`config.mk`:
```
export PLATFORM = sky130hd
export DESIGN_NAME = fll_cfg_master
export DESIGN_NICKNAME = d
export VERILOG_FILES = /design/src/rtl/fll_cfg_master.sv
export SDC_FILE = /design/constraint.sdc
export NUM_CORES = 1
export LEC_CHECK = 0
export ABC_AREA = 1
export BUFFER_PORTS_ARGS = -buffer_cell sky130_fd_sc_hd__buf_2
export CELL_PAD_IN_SITES_DETAIL_PLACEMENT = 1
export CELL_PAD_IN_SITES_GLOBAL_PLACEMENT = 2
export CORE_MARGIN = 3
export CORE_UTILIZATION = 22
export CTS_BUF_LIST = sky130_fd_sc_hd__clkbuf_8 sky130_fd_sc_hd__clkbuf_16
export DETAILED_ROUTE_END_ITERATION = 12
export GPL_ROUTABILITY_DRIVEN = 0
export PLACE_DENSITY_LB_ADDON = 0.15
export SYNTH_ARGS = -nofsm -noshare
export SYNTH_HDL_FRONTEND = slang
export SYNTH_SLANG_ARGS = --single-unit
```
`constraint.sdc`:
```
create_clock -name clk_i -period 1.4 [get_ports clk_i]
set_input_delay 0.21 -clock clk_i [delete_from_list [all_inputs] [get_ports clk_i]]
set_output_delay 0.21 -clock clk_i [all_outputs]
set_load 0.02 [all_outputs]
```
`src/rtl/fll_cfg_master.sv`:
```
// FLL configuration port initiator: 4-phase req/ack handshake
// with ack/lock synchronizers and a hung-FLL timeout.
module fll_cfg_master #(
   parameter int SYNC_STAGES    = 2,
   parameter int TIMEOUT_CYCLES = 255
) (
   input  logic        clk_i,
   input  logic        rst_i,
   input  logic        cmd_valid_i,
   output logic        cmd_ready_o,
   input  logic        cmd_wrn_i,
   input  logic [1:0]  cmd_add_i,
   input  logic [31:0] cmd_wdata_i,
   output logic        rsp_valid_o,
   output logic [31:0] rsp_rdata_o,
   output logic        rsp_err_o,
   output logic        fll_req_o,
   output logic        fll_wrn_o,
   output logic [1:0]  fll_add_o,
   output logic [31:0] fll_data_o,
   input  logic        fll_ack_i,
   input  logic [31:0] fll_r_data_i,
   input  logic        fll_lock_i,
   output logic        lock_o,
   output logic        lock_lost_o
);

   localparam int CW =
      (TIMEOUT_CYCLES > 0) ? $clog2(TIMEOUT_CYCLES + 1) : 1;
   localparam logic [CW-1:0] TMAX =
      CW'((TIMEOUT_CYCLES > 0) ? TIMEOUT_CYCLES - 1 : 0);

   typedef enum logic [1:0] {IDLE, REQ, REL, RSP} state_t;

   state_t        state_q, state_d;
   logic          req_q, req_d;
   logic          wrn_q, wrn_d;
   logic [1:0]    add_q, add_d;
   logic [31:0]   data_q, data_d;
   logic [31:0]   rdata_q, rdata_d;
   logic          err_q, err_d;
   logic [CW-1:0] cnt_q, cnt_d;
   logic          lock_prev_q;
   logic          ack_s, lock_s;
   logic          tmo;

   if (SYNC_STAGES == 0) begin : g_nosync
      assign ack_s  = fll_ack_i;
      assign lock_s = fll_lock_i;
   end else begin : g_sync
      logic [SYNC_STAGES-1:0] ack_sync_q, lock_sync_q;

      // Shift ack and lock through the synchronizer chains
      always_ff @(posedge clk_i) begin
         if (rst_i) begin
            ack_sync_q  <= '0;
            lock_sync_q <= '0;
         end else begin
            ack_sync_q[0]  <= fll_ack_i;
            lock_sync_q[0] <= fll_lock_i;
            for (int i = 1; i < SYNC_STAGES; i++) begin
               ack_sync_q[i]  <= ack_sync_q[i-1];
               lock_sync_q[i] <= lock_sync_q[i-1];
            end
         end
      end

      assign ack_s  = ack_sync_q[SYNC_STAGES-1];
      assign lock_s = lock_sync_q[SYNC_STAGES-1];
   end

   assign tmo = (TIMEOUT_CYCLES != 0) && (cnt_q == TMAX);

   // Handshake FSM next-state, datapath and strobes
   always_comb begin
      state_d     = state_q;
      req_d       = req_q;
      wrn_d       = wrn_q;
      add_d       = add_q;
      data_d      = data_q;
      rdata_d     = rdata_q;
      err_d       = err_q;
      cnt_d       = cnt_q;
      cmd_ready_o = 1'b0;
      rsp_valid_o = 1'b0;
      unique case (state_q)
         IDLE: begin
            cmd_ready_o = ~ack_s;
            if (cmd_valid_i && !ack_s) begin
               wrn_d   = cmd_wrn_i;
               add_d   = cmd_add_i;
               data_d  = cmd_wdata_i;
               req_d   = 1'b1;
               err_d   = 1'b0;
               cnt_d   = '0;
               state_d = REQ;
            end
         end
         REQ: begin
            cnt_d = cnt_q + 1'b1;
            if (ack_s) begin
               rdata_d = fll_r_data_i;
               req_d   = 1'b0;
               cnt_d   = '0;
               state_d = REL;
            end else if (tmo) begin
               rdata_d = '0;
               req_d   = 1'b0;
               err_d   = 1'b1;
               cnt_d   = '0;
               state_d = REL;
            end
         end
         REL: begin
            cnt_d = cnt_q + 1'b1;
            if (!ack_s) begin
               state_d = RSP;
            end else if (tmo) begin
               err_d   = 1'b1;
               state_d = RSP;
            end
         end
         RSP: begin
            rsp_valid_o = 1'b1;
            state_d     = IDLE;
         end
         default: state_d = IDLE;
      endcase
   end

   // State and datapath registers
   always_ff @(posedge clk_i) begin
      if (rst_i) begin
         state_q     <= IDLE;
         req_q       <= 1'b0;
         wrn_q       <= 1'b1;
         add_q       <= '0;
         data_q      <= '0;
         rdata_q     <= '0;
         err_q       <= 1'b0;
         cnt_q       <= '0;
         lock_prev_q <= 1'b0;
      end else begin
         state_q     <= state_d;
         req_q       <= req_d;
         wrn_q       <= wrn_d;
         add_q       <= add_d;
         data_q      <= data_d;
         rdata_q     <= rdata_d;
         err_q       <= err_d;
         cnt_q       <= cnt_d;
         lock_prev_q <= lock_s;
      end
   end

   assign fll_req_o   = req_q;
   assign fll_wrn_o   = wrn_q;
   assign fll_add_o   = add_q;
   assign fll_data_o  = data_q;
   assign rsp_rdata_o = rdata_q;
   assign rsp_err_o   = err_q;
   assign lock_o      = lock_s;
   assign lock_lost_o = lock_prev_q & ~lock_s;

endmodule

```
; ---- Word level (Yosys, flattened, before mapping)
; Index checks and enable logic that the tools add are counted.
[totals]
reg_bits = 84
output_inout_bits = 73
wordCells = 59
[classes]
add_sub_neg = 1
eq_ne = 9
mux = 23
bitwise_logic = 3
n_reduce_logical = 12
[ops]
columns = op, n
row1 = $mux 32, 2
row2 = $mux 8, 3
row3 = $pmux 8 s3, 1
row4 = $mux 2, 5
row5 = $mux 1, 9
row6 = $add 8x1->8 const B, 1
row7 = $eq 8x8->1 const B, 1
row8 = $pmux 2 s4, 1
row9 = $ne 2x2->1 const B, 3
row10 = $ne 3x3->1 const B, 2
row11 = $reduce_and 2->1, 3
row12 = $reduce_and 3->1, 2
row13 = $eq 2x2->1 const B, 2
row14 = $reduce_and 4->1, 1
row15 = $reduce_bool 2->1, 2
row16 = $pmux 1 s3, 1
row17 = $reduce_bool 3->1, 1
row18 = $eq 2x1->1 const B, 1
row19 = $logic_not 2->1, 1
row20 = $not 1->1, 2
row21 = $pmux 1 s2, 1
row22 = $and 1x1->1, 1
row23 = $logic_and 1x1->1, 1
row24 = $logic_not 1->1, 1

; ---- Depth between registers and ports, before layout
; Gate-level depths: netlist of the first run.
[logic_depth]
depth_word = 4
ltp_mapped = 10
depth_no_buf = 10

; ---- Worst setup path before layout of the first run
; OpenSTA, ideal clock, no wires.
[synth_path]
path_type = reg-to-reg
startpoint = reg state_q[0]
endpoint = reg data_q[3] (netlist: fll_data_o[3])
setup_time_ps = 132
arrival_time_ps = 1286
required_time_ps = 1268
path_slack_ps = -19
path_stages_with_launch = 10
path_buffers = 1
synth_period_minus_slack_ps = 1419
path_cell_list = dfxtp_1 inv_1 ha_1 inv_1 nor2_4 nand2_4 clkinv_2 buf_4 nand2_1 a21oi_1
[synth_between]
elab_chain_len = 2
[synth_lines]
columns = item, line
row1 = start: declaration, 35  ; state_t state_q, state_d;
row2 = start signal: assignment, 144  ; state_q <= state_d;
row3 = $logic_not 2->1, 86  ; unique case (state_q)
row4 = $reduce_and 2->1 (no source line), --
row5 = end signal: assignment, 148  ; data_q <= data_d;
row6 = end: declaration, 39  ; logic [31:0] data_q, data_d;
; Every way passes these cells.
; A chain may end at the register's enable or synchronous reset.

; ---- Final worst setup path of the first run
[layout_path]
startpoint = reg cnt_q[0]
endpoint = reg rdata_q[10] (netlist: rsp_rdata_o[10])
[layout_between]
elab_chain_len = 3
[layout_lines]
columns = item, line
row1 = start: declaration, 42  ; logic [CW-1:0] cnt_q, cnt_d;
row2 = start signal: assignment, 151  ; cnt_q <= cnt_d;
row3 = $eq 8x8->1, 72  ; assign tmo = (TIMEOUT_CYCLES != 0) && (cnt_q == TMAX);
row4 = $reduce_bool 2->1 (no source line), --
row5 = $reduce_and 2->1 (no source line), --
row6 = end signal: assignment, 149  ; rdata_q <= rdata_d;
row7 = end: declaration, 40  ; logic [31:0] rdata_q, rdata_d;
; Every way passes these cells.

==> impl_metrics.yaml, run 1 <==
status:
  status: "complete, but fails checks"
  violations: "setup timing"
sta:
  worstMarginPinSlew_ps: 380
  setup_viol: 21
  relSlewSlack: 0.747
  slew_violations: 0
  rsz0062_at_grt: "true"
  finalWorstSetupSlack_ps: -46.4
  layout_min_cycle_time_ps: 1450
  fin_worst_skew_ps: 8.48
  max_freq_mhz: 691
  hold_viol_final: 0
  min_period_over_period: 1.03
grt:
  grt.total_usage: 0.134
  grt_max_degree: 49
  grt_first_pass_wirelength_mm: 17.2
  grt_antenna_before_repair: 0
  grt_pass1_vias: 3430
  grt-ovfl-total: 0
synth:
  synthesis.nets: 504
  synth_top_area_frac: 0.512
  yosys-top-cells-count: "157 x nand2_1, 84 x dfxtp_1, 75 x a21oi_1"
  synth_edf_count: 0
  synthTopCellsByArea: "dfxtp_1 51%, nand2_1 18%, a21oi_1 11%"
  synth_area_leader_cell: "dfxtp_1"
  yosys_register_bits: 84
  synth.avg_cell_area_um2: 7.71
  synth_cells: 426
  yosys_warnings: 0
  ys_types: 26
  ys_seq_area_frac: 0.512
  async_reset_ff_frac: 0
  synthFlopType: "dfxtp_1"
  synth_area_um2: 3290
  synthMostInstantiatedCell: "nand2_1"
route:
  viasPerCell: 4.24
  wl_per_cell_um: 14.6
  highest_layer: "met4"
  drtPass1Iterations: 4
  wl_mm: 11.5
  first_iter_violations: 64
  ant_nets: 0
  drcViolationCount: 0
  wirelength_met1_mm: 4.74
  wl_met3_mm: 1.04
  routed-wl-met2_mm: 5.57
  vias: 3342
die:
  coreArea_um2: 14600
  die-area_um2: 16400
  die_w_um: 128
  num_rows: 44
  start_util: 0.225
  die_h_um: 128
  ioPinCount: 145
clocking:
  clkTransAtPathRegs_ps: 70
  clkSinkCount: 84
  cts_made_buffers: 9
  tritoncts: "built"
  cts.path.max_buffers: 2
  worstSkewPairLatency_ps: 350
  clock-root-buffer: "clkbuf_16"
  htreeDepth: 3
setup_path:
  crit_top_cell: "nand2_4"
  crit_path_top_delay_cell: "dfxtp_2"
  criticalPathCategory: "flop to flop"
  reg2reg_slack_ps: -50
  arrival_ps: 1670
  cpPeakStageDelay_ps: 320
  timing.rr.end: "rsp_rdata_o[10]"
  reg2reg_from: "cnt_q[0]"
  worstSetupStartpointType: "flop"
  rr_worst_depth: 10
  cp-startpoint: "cnt_q[0]"
  crit_path_max_fanout: 8
  crit_required_ps: 1620
  end_kind: "flop"
  cp_cell_sequence: "inv_2 -> ha_4 -> nand2_4 -> nor2_4 -> nand2_4 -> nand2_4 -> nand2_8 -> clkbuf_16 -> nand2_4 -> a21oi_2"
run:
  drv_cap: 0
pwr:
  p_total_mw: 8.38
  ir_worst_vdd_mv: 0.623
  p_per_area_nw_per_um2: 1560
  power_leakage_nw: 2.38
placed_design:
  dp_hpwl_mm: 7.97
  port_buffers: 144
  place_inst: 762
min_path:
  whs_path_depth: 3
  hold_class: "primary input to flop"
  min_from: "fll_lock_i"
  min_to: "g_sync.lock_sync_q[0]"
layout:
  antenna_cells: 0
  nNetsFinal: 677
  fin_cells: 788
  syn_to_final_growth_pct: 63.3
  layout-drive-gt1-share: 0.480
[worst max-delay path by stage]
stage / endpoint / slack (ps)
after detailed placement: fll_data_o[17] / -60
after CTS: rsp_valid_o / -60
after global placement: rsp_err_o / -20
final: rsp_rdata_o[10] / -50
after global routing: rsp_rdata_o[10] / -130
after floorplan: fll_add_o[0] / 10
[final cells by class]
type,instances,area (um^2)
sequential,84,1690
fill,1733,9220
timing repair buffer,182,1220
clock buffer,10,239
multi-input combinational,297,1790
clock inverter,6,87.6
inverter,25,114
tap,184,230
[registers in the layout, summed over array words and instances, names as in the netlist]
name / count
fll_data_o: 32
state_q: 2
fll_add_o: 2
g_sync.ack_sync_q: 2
lock_prev_q: 1
g_sync.lock_sync_q: 2
fll_wrn_o: 1
rsp_rdata_o: 32
rsp_err_o: 1
cnt_q: 8
fll_req_o: 1
[what timing repair did]
item | CTS | global route
endpoints found under the setup margin | 62 | 73
cloned | 0 | 6
gates resized for setup | 17 | 116
hold buffers | 0 | 0
setup buffers | 0 | 4
pin swaps | 3 | 10
[cells in the final DEF (no fill, tap or decap), types with 2 or more instances in the layout]
cell / netlist / layout
buf_2: 3 / 142
buf_12: 0 / 6
a21oi_2: 1 / 27
inv_4: 0 / 3
nand2_1: 157 / 123
nor2_4: 3 / 4
ha_4: 0 / 3
a21oi_1: 75 / 48
dfxtp_1: 84 / 80
o21ai_0: 4 / 2
clkinv_2: 1 / 2
clkbuf_16: 0 / 15
inv_1: 23 / 18
nand2_2: 3 / 8
buf_6: 3 / 6
buf_4: 6 / 21
nand2_4: 4 / 32
inv_2: 1 / 3
ha_1: 6 / 3
nor2_1: 23 / 21
clkinv_4: 0 / 2
bufinv_16: 0 / 2
o21ai_1: 0 / 2
nand3_1: 14 / 13
nor2_2: 1 / 2
dfxtp_2: 0 / 3
[power by group]
group          switching (mW)  total [mW]  leakage, nW  internal [mW]
clock network            1.01        2.62        0.162           1.61
registers               0.158        2.82        0.685           2.66
logic                    1.67        2.94         1.53           1.28
[through the flow]
stage                     setup WS [ps]  setup TNS (ps)  instance area, um^2  utilization  hold WS [ps]
final                             -46.4            -443                 5370        0.368          64.9
after global routing               -126           -3290                 5370        0.368          65.7
after CTS                         -61.7            -171                 4760        0.326          50.3
after detailed placement          -60.6           -1300                 4390        0.301           396
after global placement            -18.9           -36.5                 4390        0.301           391
after floorplan                    12.1               0                 3290            -           317
[per-layer routing]
layer	global-route usage	vias up
met5	0	-
met4	0.0393	0
met3	0.0692	9
met2	0.222	99
met1	0.149	1533
li1	-	1701
[worst max-delay path: cells and delay by family (launching register included)]
kind / cells / cell delay, ps
AND/OR/NAND/NOR: 6 / 530
AO/OA/AOI/OAI: 1 / 40
flip-flops: 1 / 320
buffers and inverters: 2 / 280
adder cells (fa/ha/maj): 1 / 140
[logic make-up (layout without fill, tap and decap cells)]
family	Yosys count	count (layout)	share of synthesized area
AND/OR/NAND/NOR	208	208	0.268
XOR/XNOR	1	1	0.00267
buffers and inverters	45	223	0.0666
adder cells (fa/ha/maj)	6	6	0.0228
AO/OA/AOI/OAI	82	82	0.128
flip-flops	84	84	0.512
No activity file was read; power rests on OpenSTA's default activity.
==> run 2: changes to the inputs <==
--- a/config.mk
+++ b/config.mk
@@ -14,6 +14,7 @@
 export CTS_BUF_LIST = sky130_fd_sc_hd__clkbuf_8 sky130_fd_sc_hd__clkbuf_16
 export DETAILED_ROUTE_END_ITERATION = 12
 export GPL_ROUTABILITY_DRIVEN = 0
+export HOLD_SLACK_MARGIN = 0.08
 export PLACE_DENSITY_LB_ADDON = 0.15
 export SYNTH_ARGS = -nofsm -noshare
 export SYNTH_HDL_FRONTEND = slang
==> run 2 against run 1 <==
The flow still finishes with violations (setup timing). Register-to-register slack hardly changed. Setup slack better by 0.54 ps. Maximum frequency barely moved. Cell area is 0.56% higher. Critical path type unchanged. Highest routed layer unchanged.
==> impl_metrics.yaml, run 2 (same netlist as run 1, synthesis figures left out) <==
layout:
  fin_area_um2: 5400
  antenna_cells: 0
  layout_commonest_cell: "buf_2"
  final_cell_mix: "142 x buf_2, 123 x nand2_1, 80 x dfxtp_1, 48 x a21oi_1, 32 x nand2_4"
  layout-drive-gt1-share: 0.478
  utilization: 0.370
  syn_to_final_growth_pct: 64.2
  fin_cells: 791
  nNetsFinal: 680
  fillers: 1731
setup_path:
  timing.rr.end: "rsp_rdata_o[10]"
  arrival_ps: 1670
  reg2reg_from: "cnt_q[0]"
  worstSetupStartpointType: "flop"
  rr_worst_depth: 10
  crit_required_ps: 1620
  criticalPathCategory: "flop to flop"
  end_kind: "flop"
  reg2reg_slack_ps: -50
  crit_path_max_fanout: 8
die:
  coreArea_um2: 14600
  die_w_um: 128
  num_rows: 44
  die_h_um: 128
  die-area_um2: 16400
  start_util: 0.225
  ioPinCount: 145
placed_design:
  place_inst: 762
  placed_area_um2: 4390
  port_buffers: 144
  dp_hpwl_mm: 7.97
route:
  wl_mm: 11.5
  viasPerCell: 4.24
  drcViolationCount: 0
  ant_nets: 0
  first_iter_violations: 63
  drtPass1Iterations: 4
  wl_per_cell_um: 14.5
  vias: 3356
pwr:
  ir_worst_vdd_mv: 0.622
  p_per_area_nw_per_um2: 1550
  power_leakage_nw: 2.39
  p_total_mw: 8.39
clocking:
  worstSkewPairLatency_ps: 350
  htreeDepth: 3
  clkSinkCount: 84
  tritoncts: "built"
  cts.path.max_buffers: 2
  clkTransAtPathRegs_ps: 60
  cts_made_buffers: 9
  clock-root-buffer: "clkbuf_16"
sta:
  hold_viol_final: 0
  rsz0062_at_grt: "true"
  relSlewSlack: 0.747
  fin_worst_skew_ps: 8.52
  finalWorstSetupSlack_ps: -45.9
  whs_ps: 102
  max_freq_mhz: 692
  setup_viol: 21
  worstMarginPinSlew_ps: 380
  slew_violations: 0
  layout_min_cycle_time_ps: 1450
  min_period_over_period: 1.03
status:
  status: "complete, but fails checks"
  violations: "setup timing"
grt:
  grt.total_usage: 0.134
  grt_max_degree: 49
  grt_first_pass_wirelength_mm: 17.2
  grt-ovfl-total: 0
  grt_pass1_vias: 3435
  grt_antenna_before_repair: 0
min_path:
  hold_class: "primary input to flop"
  whs_path_depth: 3
  min_to: "fll_data_o[1]"
  min_from: "cmd_wdata_i[1]"
run:
  drv_cap: 0
[run 2: layout make-up]
class	instances	area, um^2	area share
multi-input combinational	297	1790	0.331
sequential	84	1690	0.313
timing repair buffer	185	1250	0.232
clock buffer	10	239	0.0443
tap	184	230	0.0427
inverter	25	114	0.0211
clock inverter	6	87.6	0.0162
[run 2: how the worst max path moves through the flow]
stage,cells past startpoint,start,slack [ps],end
2_1_floorplan,9,state_q[0],10,fll_add_o[0]
3_3_place_gp,8,state_q[1],-20,rsp_err_o
3_5_place_dp,9,state_q[1],-60,fll_data_o[17]
4_1_cts,4,state_q[0],-60,rsp_valid_o
5_1_grt,10,cnt_q[0],-130,rsp_rdata_o[10]
6_report,10,cnt_q[0],-50,rsp_rdata_o[10]
[run 2: routing by layer]
metal	global-route usage	part of all wire
met5	0	0
met2	0.222	0.49
met1	0.150	0.41
met3	0.0683	0.089
met4	0.0393	0.011
[run 2: worst max-delay path, cell delays in order (launching register included)]
cell and delay [ps]:
dfxtp_2 320, inv_2 70, ha_4 140, nand2_4 50, nor2_4 130, nand2_4 90, nand2_4 100, nand2_8 100
clkbuf_16 210, nand2_4 60, a21oi_2 40
[run 2: what timing repair did]
action	CTS	global route
cloned	0	6
hold endpoints to repair	3	0
pin swaps	3	10
buffers inserted	0	4
setup endpoints to repair	62	73
hold buffers	3	0
resized for setup	17	116
[run 2: power by group]
part	switching, mW	internal, mW	total (mW)	leakage [nW]
logic	1.67	1.28	2.95	1.55
clock network	1.01	1.61	2.62	0.162
registers	0.158	2.66	2.82	0.685
total	2.84	5.55	8.39	2.39
[run 2: stage by stage]
step	TNS [ps]	setup slack [ps]
final	-434	-45.9
after global routing	-3290	-126
after CTS	-171	-61.7
after detailed placement	-1300	-60.6
after global placement	-36.5	-18.9
after floorplan	0	12.1
